[config.mk]
export PLATFORM = sky130hd
export DESIGN_NAME = serial_sub_flat
export DESIGN_NICKNAME = d
export VERILOG_FILES = /design/src/rtl/serial_sub_if.sv /design/src/rtl/serial_sub.sv /design/src/flat_wrapper.sv
export SDC_FILE = /design/constraint.sdc
export NUM_CORES = 1
export LEC_CHECK = 0
export ABC_AREA = 1
export CORE_MARGIN = 3
export CORE_UTILIZATION = 40
export DETAILED_ROUTE_END_ITERATION = 6
export PLACE_DENSITY = 0.72
export RECOVER_POWER = 100
export SLEW_MARGIN = 20
export SYNTH_ARGS = -nofsm -noshare
export SYNTH_HDL_FRONTEND = slang
export SYNTH_SLANG_ARGS = --single-unit
[constraint.sdc]
create_clock -name clk -period 1.6 [get_ports clk]
set_clock_uncertainty 0.1 [all_clocks]
set_input_delay 0.32 -clock clk [delete_from_list [all_inputs] [get_ports clk]]
set_output_delay 0.32 -clock clk [all_outputs]
set_load 0.01 [all_outputs]
[src/rtl/serial_sub_if.sv]
// Handshake and operand/result bundle for serial_sub.
// The ovf signal exists only when SERIAL_SUB_OVF_EN is defined.
interface serial_sub_if #(
    parameter int WIDTH = 8
) ();
    logic             start;
    logic [WIDTH-1:0] a;
    logic [WIDTH-1:0] b;
    logic             bin;
    logic             busy;
    logic             done;
    logic [WIDTH-1:0] diff;
    logic             borrow_out;
`ifdef SERIAL_SUB_OVF_EN
    logic             ovf;
`endif

    modport master (
        output start, a, b, bin,
        input  busy, done, diff, borrow_out
`ifdef SERIAL_SUB_OVF_EN
        , input ovf
`endif
    );

    modport slave (
        input  start, a, b, bin,
        output busy, done, diff, borrow_out
`ifdef SERIAL_SUB_OVF_EN
        , output ovf
`endif
    );
endinterface

[src/rtl/serial_sub.sv]
// Bit-serial subtractor: one full-subtractor cell sequenced LSB first.
// Optional signed-overflow output enabled by SERIAL_SUB_OVF_EN.
module fs (
    input  logic a,
    input  logic b,
    input  logic cin,
    output logic d,
    output logic bout
);
    assign d    = a ^ b ^ cin;
    assign bout = (~a & b) | (~(a ^ b) & cin);
endmodule

module serial_sub #(
    parameter int WIDTH = 8
) (
    input  logic        clk,
    input  logic        rst,
    serial_sub_if.slave bus
);
    localparam int CW = $clog2(WIDTH + 1);
    localparam logic [CW-1:0] LAST_CNT = CW'(WIDTH - 1);
    localparam logic [CW-1:0] CNT_ONE  = CW'(1);

    localparam logic [1:0] IDLE = 2'd0;
    localparam logic [1:0] RUN  = 2'd1;
    localparam logic [1:0] DONE = 2'd2;

    logic [1:0]       state_r;
    logic [1:0]       state_nx_s;
    logic [CW-1:0]    cnt_r;
    logic [WIDTH-1:0] sa_r;
    logic [WIDTH-1:0] sb_r;
    logic [WIDTH-1:0] res_r;
    logic             brw_r;
    logic             busy_r;
    logic             done_r;
    logic [WIDTH-1:0] diff_r;
    logic             borrow_out_r;
    logic             fs_d_s;
    logic             fs_b_s;
    logic             last_bit_s;
`ifdef SERIAL_SUB_OVF_EN
    logic             a_msb_r;
    logic             b_msb_r;
    logic             ovf_r;
`endif

    fs u_fs (
        .a    (sa_r[0]),
        .b    (sb_r[0]),
        .cin  (brw_r),
        .d    (fs_d_s),
        .bout (fs_b_s)
    );

    assign last_bit_s = (state_r == RUN) && (cnt_r == LAST_CNT);

    // Next-state decode; start only matters in IDLE.
    always_comb begin
        state_nx_s = state_r;
        case (state_r)
            IDLE: begin
                if (bus.start) state_nx_s = RUN;
                else           state_nx_s = IDLE;
            end
            RUN: begin
                if (last_bit_s) state_nx_s = DONE;
                else            state_nx_s = RUN;
            end
            DONE:    state_nx_s = IDLE;
            default: state_nx_s = IDLE;
        endcase
    end

    // Sequencer, datapath shift registers and registered results.
    always_ff @(posedge clk) begin
        if (rst) begin
            state_r      <= IDLE;
            cnt_r        <= {CW{1'b0}};
            sa_r         <= {WIDTH{1'b0}};
            sb_r         <= {WIDTH{1'b0}};
            res_r        <= {WIDTH{1'b0}};
            brw_r        <= 1'b0;
            busy_r       <= 1'b0;
            done_r       <= 1'b0;
            diff_r       <= {WIDTH{1'b0}};
            borrow_out_r <= 1'b0;
`ifdef SERIAL_SUB_OVF_EN
            a_msb_r      <= 1'b0;
            b_msb_r      <= 1'b0;
            ovf_r        <= 1'b0;
`endif
        end else begin
            state_r <= state_nx_s;
            case (state_r)
                IDLE: begin
                    done_r <= 1'b0;
                    if (bus.start) begin
                        sa_r   <= bus.a;
                        sb_r   <= bus.b;
                        brw_r  <= bus.bin;
                        cnt_r  <= {CW{1'b0}};
                        busy_r <= 1'b1;
`ifdef SERIAL_SUB_OVF_EN
                        // Operand sign bits are kept since sa/sb shift them out.
                        a_msb_r <= bus.a[WIDTH-1];
                        b_msb_r <= bus.b[WIDTH-1];
`endif
                    end
                end
                RUN: begin
                    res_r <= {fs_d_s, res_r[WIDTH-1:1]};
                    sa_r  <= {1'b0, sa_r[WIDTH-1:1]};
                    sb_r  <= {1'b0, sb_r[WIDTH-1:1]};
                    brw_r <= fs_b_s;
                    cnt_r <= cnt_r + CNT_ONE;
                    if (last_bit_s) begin
                        busy_r       <= 1'b0;
                        done_r       <= 1'b1;
                        diff_r       <= {fs_d_s, res_r[WIDTH-1:1]};
                        borrow_out_r <= fs_b_s;
`ifdef SERIAL_SUB_OVF_EN
                        ovf_r <= (a_msb_r != b_msb_r) && (fs_d_s != a_msb_r);
`endif
                    end
                end
                DONE: begin
                    done_r <= 1'b0;
                end
                default: begin
                    busy_r <= 1'b0;
                    done_r <= 1'b0;
                end
            endcase
        end
    end

    assign bus.busy       = busy_r;
    assign bus.done       = done_r;
    assign bus.diff       = diff_r;
    assign bus.borrow_out = borrow_out_r;
`ifdef SERIAL_SUB_OVF_EN
    assign bus.ovf        = ovf_r;
`endif

endmodule

[src/flat_wrapper.sv]
// flat-port wrapper written by rule: the top's interface ports become plain ports
module serial_sub_flat 
#(
    parameter int WIDTH = 8
)
  (clk, rst, bus_start, bus_a, bus_b, bus_bin, bus_busy, bus_done, bus_diff, bus_borrow_out);
  serial_sub_if #(.WIDTH(WIDTH)) bus_i ();
  input  logic clk;
  input  logic rst;
  input wire logic [$bits(bus_i.start)-1:0] bus_start;
  input wire logic [$bits(bus_i.a)-1:0] bus_a;
  input wire logic [$bits(bus_i.b)-1:0] bus_b;
  input wire logic [$bits(bus_i.bin)-1:0] bus_bin;
  output wire logic [$bits(bus_i.busy)-1:0] bus_busy;
  output wire logic [$bits(bus_i.done)-1:0] bus_done;
  output wire logic [$bits(bus_i.diff)-1:0] bus_diff;
  output wire logic [$bits(bus_i.borrow_out)-1:0] bus_borrow_out;
  assign bus_i.start = bus_start;
  assign bus_i.a = bus_a;
  assign bus_i.b = bus_b;
  assign bus_i.bin = bus_bin;
  assign bus_busy = bus_i.busy;
  assign bus_done = bus_i.done;
  assign bus_diff = bus_i.diff;
  assign bus_borrow_out = bus_i.borrow_out;
  serial_sub #(.WIDTH(WIDTH)) u_core (.clk(clk), .rst(rst), .bus(bus_i));
endmodule
---- After elaboration in Yosys (flattened, before gate mapping) ----
Cells that the tools add are included.
word-level totals
  word-level logic and storage cells ...... 46
  output and inout port bits .............. 11
  register bits after elaboration ......... 42
operators by class
  bitwise gates (word level) .............. 9
  reductions and logical operators ........ 7
  equal/unequal tests ..................... 5
  add/subtract/negate cells ............... 1
  muxes and demuxes ....................... 14
operator list
  operator               count
  $pmux W8 S2            2
  $mux W8                2
  $pmux W4 S2            1
  $add A4 B1 Y4 const B  1
  $eq A4 B3 Y1 const B   1
  $mux W1                4
  $mux W4                1
  $not A1 Y1             4
  $pmux W2 S2            1
  $reduce_and A2 Y1      2
  $pmux W1 S3            1
  $reduce_and A3 Y1      1
  $and A1 B1 Y1          2
  $eq A2 B1 Y1 const B   1
  $eq A2 B2 Y1 const B   1
  $logic_not A2 Y1       1
  $mux W2                1
  $ne A2 B1 Y1 const B   1
  $ne A2 B2 Y1 const B   1
  $pmux W1 S2            1
  $reduce_bool A2 Y1     1
  $reduce_or A2 Y1       1
  $xor A1 B1 Y1          2
  $logic_and A1 B1 Y1    1
  $or A1 B1 Y1           1

---- Depth between registers and ports, before layout ----
  depth after elaboration ................. 5
  gate-level depth with buffers ........... 7
  gate-level depth less buffers ........... 7

---- By module ----
Synthesis repeated with hierarchy kept, for this count alone.
unflattened totals
  cells, all modules ...................... 246
  area total of the unflattened synthesis .. 1716.6 µm²
by module, submodules not included
  module      cells each  sequential area each (µm²)  area an instance (µm²)  instances
  serial_sub  242         820.8                       1685.4                  1
  fs          4           0.0                         31.3                    1

---- Least setup slack after synthesis ----
No wires, ideal clock.
  kind .................................... reg2reg
  from .................................... register u_core.cnt_r[0]
  to ...................................... register u_core.diff_r[0], in the netlist u_core.bus.diff[0]
  setup time .............................. 64 ps
  arrival ................................. 1191 ps
  path slack .............................. 245 ps
  stages on the path, launching flop included .. 8
  path buffers ............................ 0
  required time ........................... 1436 ps
  path through ............................ dfxtp_1 ha_1 nand2_1 nor2_2 nand2_1 inv_2 nor2_1 nor2_1
on the way
  cells in the longest elaborated chain, start to end .. 3
ends and longest elaborated chain
  item                                line               source
  start: declaration                  serial_sub.sv:31   logic [CW-1:0] cnt_r;
  start signal: assignment            serial_sub.sv:80   cnt_r <= {CW{1'b0}};
  start signal: assignment            serial_sub.sv:103  cnt_r <= {CW{1'b0}};
  start signal: assignment            serial_sub.sv:117  cnt_r <= cnt_r + CNT_ONE;
  $eq A4 B3 Y1                        serial_sub.sv:57   assign last_bit_s = (state_r == RUN) && (cnt_r == LAST_CNT);
  $logic_and A1 B1 Y1                 serial_sub.sv:57
  $reduce_and A2 Y1 (no source line)  --
  end signal: assignment              serial_sub.sv:87   diff_r <= {WIDTH{1'b0}};
  end signal: assignment              serial_sub.sv:121  diff_r <= {fs_d_s, res_r[WIDTH-1:1]};
  end: declaration                    serial_sub.sv:38   logic [WIDTH-1:0] diff_r;
Every way passes these cells.
A chain may end at the register's enable or synchronous reset.

---- Worst setup path in the final report ----
  from .................................... register u_core.state_r[0]
  to ...................................... register u_core.borrow_out_r, in the netlist u_core.bus.borrow_out
on the way
  cells in the longest elaborated chain, start to end .. 3
ends and longest elaborated chain
  item                                    line                                source
  start: declaration                      serial_sub.sv:29                    logic [1:0] state_r;
  start signal: assignment                serial_sub.sv:95                    state_r <= state_nx_s;
  $eq A2 B1 Y1 (*)                        serial_sub.sv:57, serial_sub.sv:96
  $logic_and A1 B1 Y1                     serial_sub.sv:57
  $reduce_and A2 Y1 (no source line) (*)  --
  end signal: assignment                  serial_sub.sv:122                   borrow_out_r <= fs_b_s;
  end: declaration                        serial_sub.sv:39                    logic borrow_out_r;
Every way passes the cells marked *; elsewhere a longest branch is shown, timed or not.

==> results.cfg <==
[place]
io_buffers = 30
place.gp.congestion = 0.768
place_ws_ns = 0.0244
post-dp-hpwl_um = 2460

[yosys]
synthTopCellsByArea = dfxtp_1 47%, nand2_1 15%, nor2_1 12%
synth_top_area_share_pct = 47.2
yosysSeqAreaShare_pct = 47.2
avgSynthCellArea_um2 = 6.93
async_flop_share_pct = 0
synth_ff_type = dfxtp_1
synth_edf_count = 0
synthesis.area_um2 = 1740
synthCells = 251
synth_nets = 273
synth_cell_types = 19
ys_ff_latch = 41
ys_warn_count = 0
synth_common_cells = 71 x nand2_1, 54 x nor2_1, 41 x dfxtp_1
synth_area_leader_cell = dfxtp_1
yosysMostFrequentCell = nand2_1

[floorplanning]
start_util_pct = 42.6
die_w_um = 72.0
die_h_um = 72.0
design.die.area_um2 = 5180
core-area_um2 = 4090
row_count = 23
ios = 31

[global_routing]
grt-ovfl-total = 0
grt_pass1_wl_um = 6280
antenna_found_initial = 0
grt_max_degree = 25
grt_pass1_vias = 1508
grt.total_usage_pct = 14.9

[clocking]
cts_tree = yes
clk_path_buf_depth = 2
cts_setup_buffers = 0
ctsRootBufferMaster = clkbuf_8
cts_sinks = 41
cts_resized = 0
htreeDepth = 2
clk_pin_slew_worst_paths_ns = 0.08
clock_latency_ns = 0.29
cts_hold_buf = 0
numCtsBuffers = 5

[timing]
fin_ws_ns = 0.152
finalSetupViolations = 0
min_period_over_period_pct = 90.5
slew_headroom_pct = 76.3
hold_viol = 0
tightest_slew_ns = 0.355
fin_setup_tns_ns = 0
finalCriticalPeriod_ns = 1.45
rsz0062_at_grt = false
drv_slew = 0
holdWs_ns = 0.364
fmax_mhz = 690

[hold_path]
min_delay_worst_endpoint = u_core.sb_r[7]$_SDFFE_PP0P_
hp-start = u_core.sb_r[7]$_SDFFE_PP0P_
min_path_cells = 2
hold_class = flip-flop to flip-flop

[critical_path]
startpoint_type = flip-flop
worstReg2RegStart = u_core.state_r[0]$_SDFF_PP0_
required_ns = 1.74
timing.rr.end = u_core.bus.borrow_out$_SDFFE_PP0P_
crit_fanout = 13
cp.arrival_ns = 1.59
path_class = flip-flop to flip-flop
worstRegToRegCells = 7
rrSetupSlack_ns = 0.15
critPathCaptureType = flip-flop

[route]
wl_um = 3480
viasPerCell = 4.59
ant_nets = 0
wl_per_cell_um = 10.2
drcViolationCount = 0
vias = 1560
drt_iter0_drc = 105
firstDrtPassIters = 4

[final_layout]
area_growth_pct = 30.4
nets = 311
antenna_cells = 0
drive_gt1_share_pct = 7.24

[power_and_ir_drop]
p_leak_nw = 0.974
powerDensity_nw_per_um2 = 1050
ir_drop_mv = 0.482

[status]
status = completed

[job]
maxCapViolCount = 0
[worst max-delay path, stage by stage (launching register included)]
cell	delay, ns
dfxtp_1	0.41
inv_1	0.05
nor2_1	0.22
buf_12	0.17
nand2_1	0.14
nor2_1	0.17
nand2_1	0.08
nand2_1	0.05
[how the worst max path moves through the flow]
stage,startpoint,end,cells after the start
after floorplan,u_core.cnt_r[0]$_SDFFE_PP0P_,u_core.bus.diff[0]$_SDFFE_PP0P_,7
after global placement,bus_start,u_core.sb_r[3]$_SDFFE_PP0P_,6
after detailed placement,bus_start,u_core.brw_r$_SDFFE_PP0P_,6
after CTS,u_core.bus.borrow_out$_SDFFE_PP0P_,bus_borrow_out,1
after global routing,u_core.cnt_r[0]$_SDFFE_PP0P_,u_core.bus.diff[0]$_SDFFE_PP0P_,7
final,u_core.state_r[0]$_SDFF_PP0_,u_core.bus.borrow_out$_SDFFE_PP0P_,7
[per-stage QoR]
stage	instances	cell area, µm²	utilization [%]	power [mW]
after floorplan	251	1740	-	1.31
after global placement	332	2150	52.7	1.43
after detailed placement	332	2150	52.7	1.43
after CTS	340	2290	56.1	2.42
after global routing	340	2270	55.5	2.50
final	340	2270	55.5	2.39
[kinds of logic (layout without fill, tap and decap cells)]
logic type / Yosys count / count (layout) / synth area share [%]
compound gates: 33 / 33 / 9.71
fa+ha+maj: 2 / 2 / 1.87
buf+inv: 29 / 68 / 7.40
flops: 41 / 41 / 47.2
simple gates: 146 / 146 / 33.9
[report_power, final]
group          leakage (nW)  total (mW)  switching (mW)  internal [mW]
clock                0.0687       0.993           0.365          0.628
combinational         0.569       0.290           0.155          0.135
sequential            0.336        1.10          0.0293           1.08
[cell usage in the layout (no fill, tap or decap)]
cell,count
a21oi_1,10
buf_12,1
buf_4,9
bufinv_16,2
clkbuf_2,1
clkbuf_8,5
clkdlybuf4s25_1,11
clkdlybuf4s50_1,19
dfxtp_1,41
fa_1,1
ha_1,1
inv_1,18
inv_2,1
inv_6,1
nand2_1,72
nand3_1,14
nand3b_1,5
nor2_1,54
nor2_2,1
o21ai_0,23
[sequential cells by signal, summed over array words and instances (netlist names)]
name and count:
u_core.sa_r 8, u_core.brw_r 1, u_core.res_r 7, u_core.sb_r 8, u_core.bus.done 1, u_core.bus.busy 1
u_core.cnt_r 4, u_core.bus.borrow_out 1, u_core.state_r 2, u_core.bus.diff 8
[area by class of cell]
class	instances	area (µm²)
multi-input combinational	181	785
fill	429	1820
clock inverter	3	68.8
sequential	41	821
inverter	19	71.3
clock buffer	5	68.8
timing repair buffer	41	393
tap	50	62.6
[per-layer routing]
metal  share of wire, %  routed length, µm  global-route usage (%)  vias up
met4               0.98                 34                    5.43        0
li1                   -                  -                       -      854
met3                4.7                163                    2.91        5
met5                  0                  0                       0        -
met1                 49               1700                    19.2      672
met2                 46               1580                    24.9       29
Note: power is estimated with default switching activity, not from simulation.
==> RTL edit 1, RTL diff (same flow settings) <==
`WIDTH` is set to 8 in 3 places; all go to 4.
--- a/src/rtl/serial_sub_if.sv
+++ b/src/rtl/serial_sub_if.sv
@@ -3,3 +3,3 @@
 interface serial_sub_if #(
-    parameter int WIDTH = 8
+    parameter int WIDTH = 4
 ) ();
--- a/src/rtl/serial_sub.sv
+++ b/src/rtl/serial_sub.sv
@@ -14,3 +14,3 @@
 module serial_sub #(
-    parameter int WIDTH = 8
+    parameter int WIDTH = 4
 ) (
--- a/src/flat_wrapper.sv
+++ b/src/flat_wrapper.sv
@@ -3,3 +3,3 @@
 #(
-    parameter int WIDTH = 8
+    parameter int WIDTH = 4
 )
Ports: changed (resized bus_a, bus_b and bus_diff); port bits go from 31 to 19. The function was not compared with the original's and may differ.
==> RTL edit 1 against the original RTL <==
  * Wire length is 37% lower
  * Worst setup slack improved by 0.056 ns
  * Clock power is 55% lower
  * Area after synthesis shrank 36%
  * Design area decreased by 40%
  * Sequential cell count shrank 17
  * Total power is 46% lower
  * Synthesized cell count fell by 37%
  * Critical endpoint is now u_core.bus.diff[1]$_SDFFE_PP0P_
==> RTL edit 1: results (changes against the original RTL) <==
| Metric | Value |
|---|---|
| Flop-to-flop setup slack | `0.21 ns (+0.06 ns)` |
| Fin nets | `195 (-37%)` |
| Largest net degree at the start of global routing | `20 (-20%)` |
| Post-detailed-routing wire length | `2.18 mm (-37%)` |
| Number of buffers created by CTS | `3 (-2)` |
| Worst-Skew Late Latency | `0.32 ns (+0.03 ns)` |
| Clock Path Buffers | `2 (unchanged)` |
| Sequential area share after synthesis | `43.1% (-4.1 points)` |
| Ys async rst share | `0% (unchanged)` |
| Layout cells sized above 1 | `7.82% (+0.58 points)` |
| First-pass GRT wire length | `3.94 mm (-37%)` |
| Internal power | `0.973 mW (-47%)` |
| Actual slew at the worst max-slew pin | `0.308 ns (-0.0471 ns)` |
| Routed vias | `979 (-37%)` |
| Distinct cells, synth | `19 (unchanged)` |
| H-tree depth | `1 (-1)` |
| PostCTS Resize Cnt | `7 (+7)` |
| DP Wirelength | `1.56 mm (-37%)` |
| Max stage delay on crit path | `0.38 ns (-0.03 ns)` |
| Root buf cell | `clkbuf_4` |
| Vias in the first global route | `947 (-37%)` |
| Leakage Power | `0.654 nW (-33%)` |
| Ys flop type | `dfxtp_1` |
| Syn Inst Count | `158 (-37%)` |
| Peak VDD IR | `0.000791 V (+64%)` |
| Hold WC Path Type | `flip-flop to flip-flop` |
| Net Count, Synth | `173 (-37%)` |
| Fillers | `277 (-35%)` |
| Top post-synthesis cells by area | `dfxtp_1 (43%), nand2_1 (15%), nor2_1 (9.8%)` |
| Port Buffer Count | `18 (-40%)` |
| Status | `complete, no violations` |
| RePlAce Congestion | `0.739 (-3.8%)` |
| Iteration-0 DRC Markers | `25 (-76%)` |
| Worst-path clk slew | `0.14 ns (+0.06 ns)` |
| Crit-path max FO | `4 (-9)` |
| Initial antenna violation count | `0 (unchanged)` |
| DR pass1 iterations | `4 (unchanged)` |
| Synth top cells by count | `nand2_1 (46), nor2_1 (29), dfxtp_1 (24)` |
| Total track usage | `14.6% (-0.32 points)` |
| WHS | `0.373 ns (+0.00938 ns)` |
-- RTL edit 1: changes by cell type after synthesis, moves of 2 or more --
cell      delta
nor2_1      -25
buf_4        -2
o21ai_0     -16
nand3_1      -2
inv_1        +2
clkbuf_1     -2
dfxtp_1     -17
nand3b_1     -5
nand2_1     -25
buf_2        -3
a21oi_1      -4
-- RTL edit 1: cell families after synthesis --
logic type               after synthesis  share of synthesized area (%)
buffers and inverters                 26                           11.4
AO/OA/AOI/OAI                         14                           7.63
AND/OR/NAND/NOR                       91                           33.8
flip-flops                            24                           43.1
adder cells (fa/ha/maj)                3                           4.04
-- RTL edit 1: routing by layer --
layer  vias to the layer above  global-route usage, %  routed length (um)  part of all wire [%]
met3                         6                   4.61                 114                   5.2
met1                       427                   16.8                 995                    46
met2                        24                   25.1                1020                    47
li1                        522                      -                   -                     -
met4                         0                   5.50                  45                   2.1
met5                         -                      0                   0                     0
-- RTL edit 1: worst reg2reg max path, delay by kind of cell (launching register included) --
kind          cells  cell delay (ns)
buf+inv           1             0.08
fa+ha+maj         2             0.36
simple gates      4             0.39
flops             1             0.38
-- RTL edit 1: area by class of cell --
| cell class | instances | area [sq um] | area share, % |
|---|---|---|---|
| clock inverters | 1 | 30.0 | 2.20 |
| multi-input cells | 108 | 504 | 37.0 |
| repair buffers | 21 | 204 | 15.0 |
| flip-flops and latches | 24 | 480 | 35.2 |
| inverters | 22 | 85.1 | 6.24 |
| clock buffers | 3 | 22.5 | 1.65 |
| well taps | 30 | 37.5 | 2.75 |
-- RTL edit 1: path summary, 6_finish.rpt --
| kind | from | end | cells after the start |
|---|---|---|---|
| worst max register to register | u_core.cnt_r[0]$_SDFFE_PP0P_ | u_core.bus.diff[1]$_SDFFE_PP0P_ | 7 |
| worst min-delay path | u_core.bus.busy$_SDFFE_PP0P_ | u_core.bus.busy$_SDFFE_PP0P_ | 2 |
| worst max-delay path | u_core.cnt_r[0]$_SDFFE_PP0P_ | u_core.bus.diff[1]$_SDFFE_PP0P_ | 7 |
| worst min register to register | u_core.bus.busy$_SDFFE_PP0P_ | u_core.bus.busy$_SDFFE_PP0P_ | 2 |
-- RTL edit 1: through the flow --
step	cells	area, sq um	power [mW]	setup WS [ns]
6_report	209	1360	1.29	0.208
3_5_place_dp	205	1330	0.861	0.0529
4_1_cts	209	1370	1.30	0.189
3_3_place_gp	205	1330	0.852	0.100
2_1_floorplan	158	1110	0.797	0.382
5_1_grt	209	1360	1.36	0.0766
-- RTL edit 1: power groups by stage --
stage          combinational [mW]  sequential [mW]  clock [mW]
2_1_floorplan               0.134            0.662           0
3_3_place_gp                0.188            0.664           0
3_5_place_dp                0.195            0.666           0
4_1_cts                     0.196            0.653       0.454
5_1_grt                     0.222            0.657       0.480
6_report                    0.193            0.653       0.444
==> RTL edit 2, RTL diff (config.mk and constraints unchanged) <==
Made on the original files. Reset style: asynchronous (`rst`), changed in one clocked block.
--- a/src/rtl/serial_sub.sv
+++ b/src/rtl/serial_sub.sv
@@ -76,3 +76,3 @@
     // Sequencer, datapath shift registers and registered results.
-    always_ff @(posedge clk) begin
+    always_ff @(posedge clk or posedge rst) begin
         if (rst) begin
Formal check against the unedited RTL: differs if rst is asserted again (counterexample within 4 cycles, from zero or initial values and one cycle with rst high); with rst held inactive, the same outputs for 10 cycles.
==> RTL edit 2 against the original RTL <==
  * Worst setup slack better by 0.011 ns
  * Wire length rose by 2.7%
  * Sequential cell count is the same
  * Design area increased by 0.99%
  * Area after synthesis increased by 6.8%
  * Core utilization decreased by 3.6 points
  * Sequential share of layout area increased by 8.6 points
  * Critical path type unchanged
Power is not compared: it rests on default switching activity, and its combinational part moved more than twofold at a synthesized area within 25%.
==> RTL edit 2: results (changes against the original RTL) <==
| Metric | Value |
|---|---|
| Status | `complete, no violations` |
| Largest net degree at the start of global routing | `42 (+68%)` |
| Synth top cells by count | `nand2_1 (117), dfrtp_1 (41), inv_1 (16)` |
| Ys async rst share | `100% (+100 points)` |
| Clock Path Buffers | `2 (unchanged)` |
| Ys flop type | `dfrtp_1` |
| Flop-to-flop setup slack | `0.16 ns` |
| Worst-path clk slew | `0.07 ns` |
| Fin nets | `281 (-9.6%)` |
| Actual slew at the worst max-slew pin | `0.975 ns (+0.620 ns)` |
| Synth Warn # | `0 (unchanged)` |
| Net switching power figure | `1.69 mW` |
| Total track usage | `16.0% (+1.1 points)` |
| Critical path arrival | `1.52 ns (-0.07 ns)` |
| Root buf cell | `clkbuf_8` |
| First-pass GRT wire length | `6.67 mm (+6.3%)` |
| DR pass1 iterations | `4 (unchanged)` |
| Crit-path max FO | `18 (+5)` |
| Hold WC Path Type | `flip-flop to flip-flop` |
| Iteration-0 DRC Markers | `108 (+2.9%)` |
| Max stage delay cell, worst path | `dfrtp_1` |
| Post-route ant nets | `0 (unchanged)` |
| RePlAce Congestion | `0.739 (-3.9%)` |
| Initial antenna violation count | `0 (unchanged)` |
| Top post-synthesis cells by area | `dfrtp_1 (55%), nand2_1 (24%), o21ai_2 (4.2%)` |
| Distinct cells, synth | `21 (+2)` |
| Sequential area share after synthesis | `55.2% (+8.1 points)` |
| CP delay by family, top | `flip-flops` |
| Vias in the first global route | `1,551 (+2.9%)` |
| Leakage Power | `1.22 nW` |
| Fillers | `434 (+1.2%)` |
| Post-detailed-routing wire length | `3.57 mm (+2.7%)` |
| H-tree depth | `2 (unchanged)` |
| Port Buffer Count | `30 (unchanged)` |
| Antenna cells | `0 (unchanged)` |
| Layout cells sized above 1 | `9.23% (+2.0 points)` |
| Peak VDD IR | `0.000958 V` |
| DR vias/cell | `4.71 (+2.5%)` |
| Number of buffers created by CTS | `5 (unchanged)` |
| Net Count, Synth | `246 (-9.9%)` |
| DP Wirelength | `2.39 mm (-3.1%)` |
| Worst-Skew Late Latency | `0.29 ns (about the same)` |
| Max stage delay on crit path | `0.46 ns (+0.05 ns)` |
## RTL edit 2: cell types whose count changed after synthesis, sizes merged
cell    delta
nand3      -8
nand2     +47
dfxtp     -41
buf        -2
o21ai      -1
or2        +1
dfrtp     +41
nand4      +1
clkbuf     -1
inv        -1
nand3b     -5
a21oi      -9
nor2      -49
## RTL edit 2: timing repair
item	CTS	global route
pin swaps	0	1
setup buffers	0	0
endpoints found under the setup margin	11	10
gates resized for setup	11	2
## RTL edit 2: final timing paths
| kind | from | end | depth (start not counted) |
|---|---|---|---|
| max | u_core.state_r[1]$_DFF_PP0_ | u_core.sb_r[1]$_DFFE_PP0P_ | 6 |
| min | u_core.bus.busy$_DFFE_PP0P_ | u_core.bus.busy$_DFFE_PP0P_ | 2 |
| max reg2reg | u_core.state_r[1]$_DFF_PP0_ | u_core.sb_r[1]$_DFFE_PP0P_ | 6 |
| min reg2reg | u_core.bus.busy$_DFFE_PP0P_ | u_core.bus.busy$_DFFE_PP0P_ | 2 |
| max in group asynchronous | rst | u_core.cnt_r[3]$_DFFE_PP0P_ | 3 |
| min in group asynchronous | rst | u_core.bus.diff[2]$_DFFE_PP0P_ | 3 |
## RTL edit 2: logic make-up (layout without fill, tap and decap cells)
family,Yosys count,count (layout),share of synthesized area [%]
simple gates,133,133,28.5
flops,41,41,55.2
buf+inv,25,61,6.53
compound gates,23,23,8.01
fa+ha+maj,2,2,1.75
## RTL edit 2: metrics by stage
step                      cell area, sq um  std cells  setup WS [ns]  hold WS (ns)
after floorplan                       1860        224          0.228         0.342
after global routing                  2290        312         0.0104         0.414
after global placement                2230        304         0.0461         0.363
after detailed placement              2230        304         0.0329         0.363
after CTS                             2320        312         0.0184         0.282
final                                 2290        312          0.163         0.369
## RTL edit 2: tightest hold or removal path: stages, from the launching register on
cell and delay, ns:
dfrtp_1 0.34, nand2_1 0.05, nand2_1 0.05
## RTL edit 2: cell type report
cell class	instances	area share, %
clock buffers	7	4.20
clock inverters	1	0.218
inverters	18	3.06
multi-input cells	158	30.7
flip-flops and latches	41	44.8
well taps	52	2.84
repair buffers	35	14.2
## RTL edit 2: power groups by stage
stage               Clock [mW]  Sequential (mW)  Combinational [mW]
CTS                      0.758             1.78                1.88
floorplan                    0             1.82                1.24
detailed placement           0             1.80                1.95
finish                   0.734             1.78                1.77
global route             0.814             1.85                2.10
global placement             0             1.79                1.92
## RTL edit 2: routing by layer
metal	track usage (%)	routed length, um
met3	6.22	197
met1	20.5	1650
met4	6.64	62
met5	0	0
met2	24.3	1660
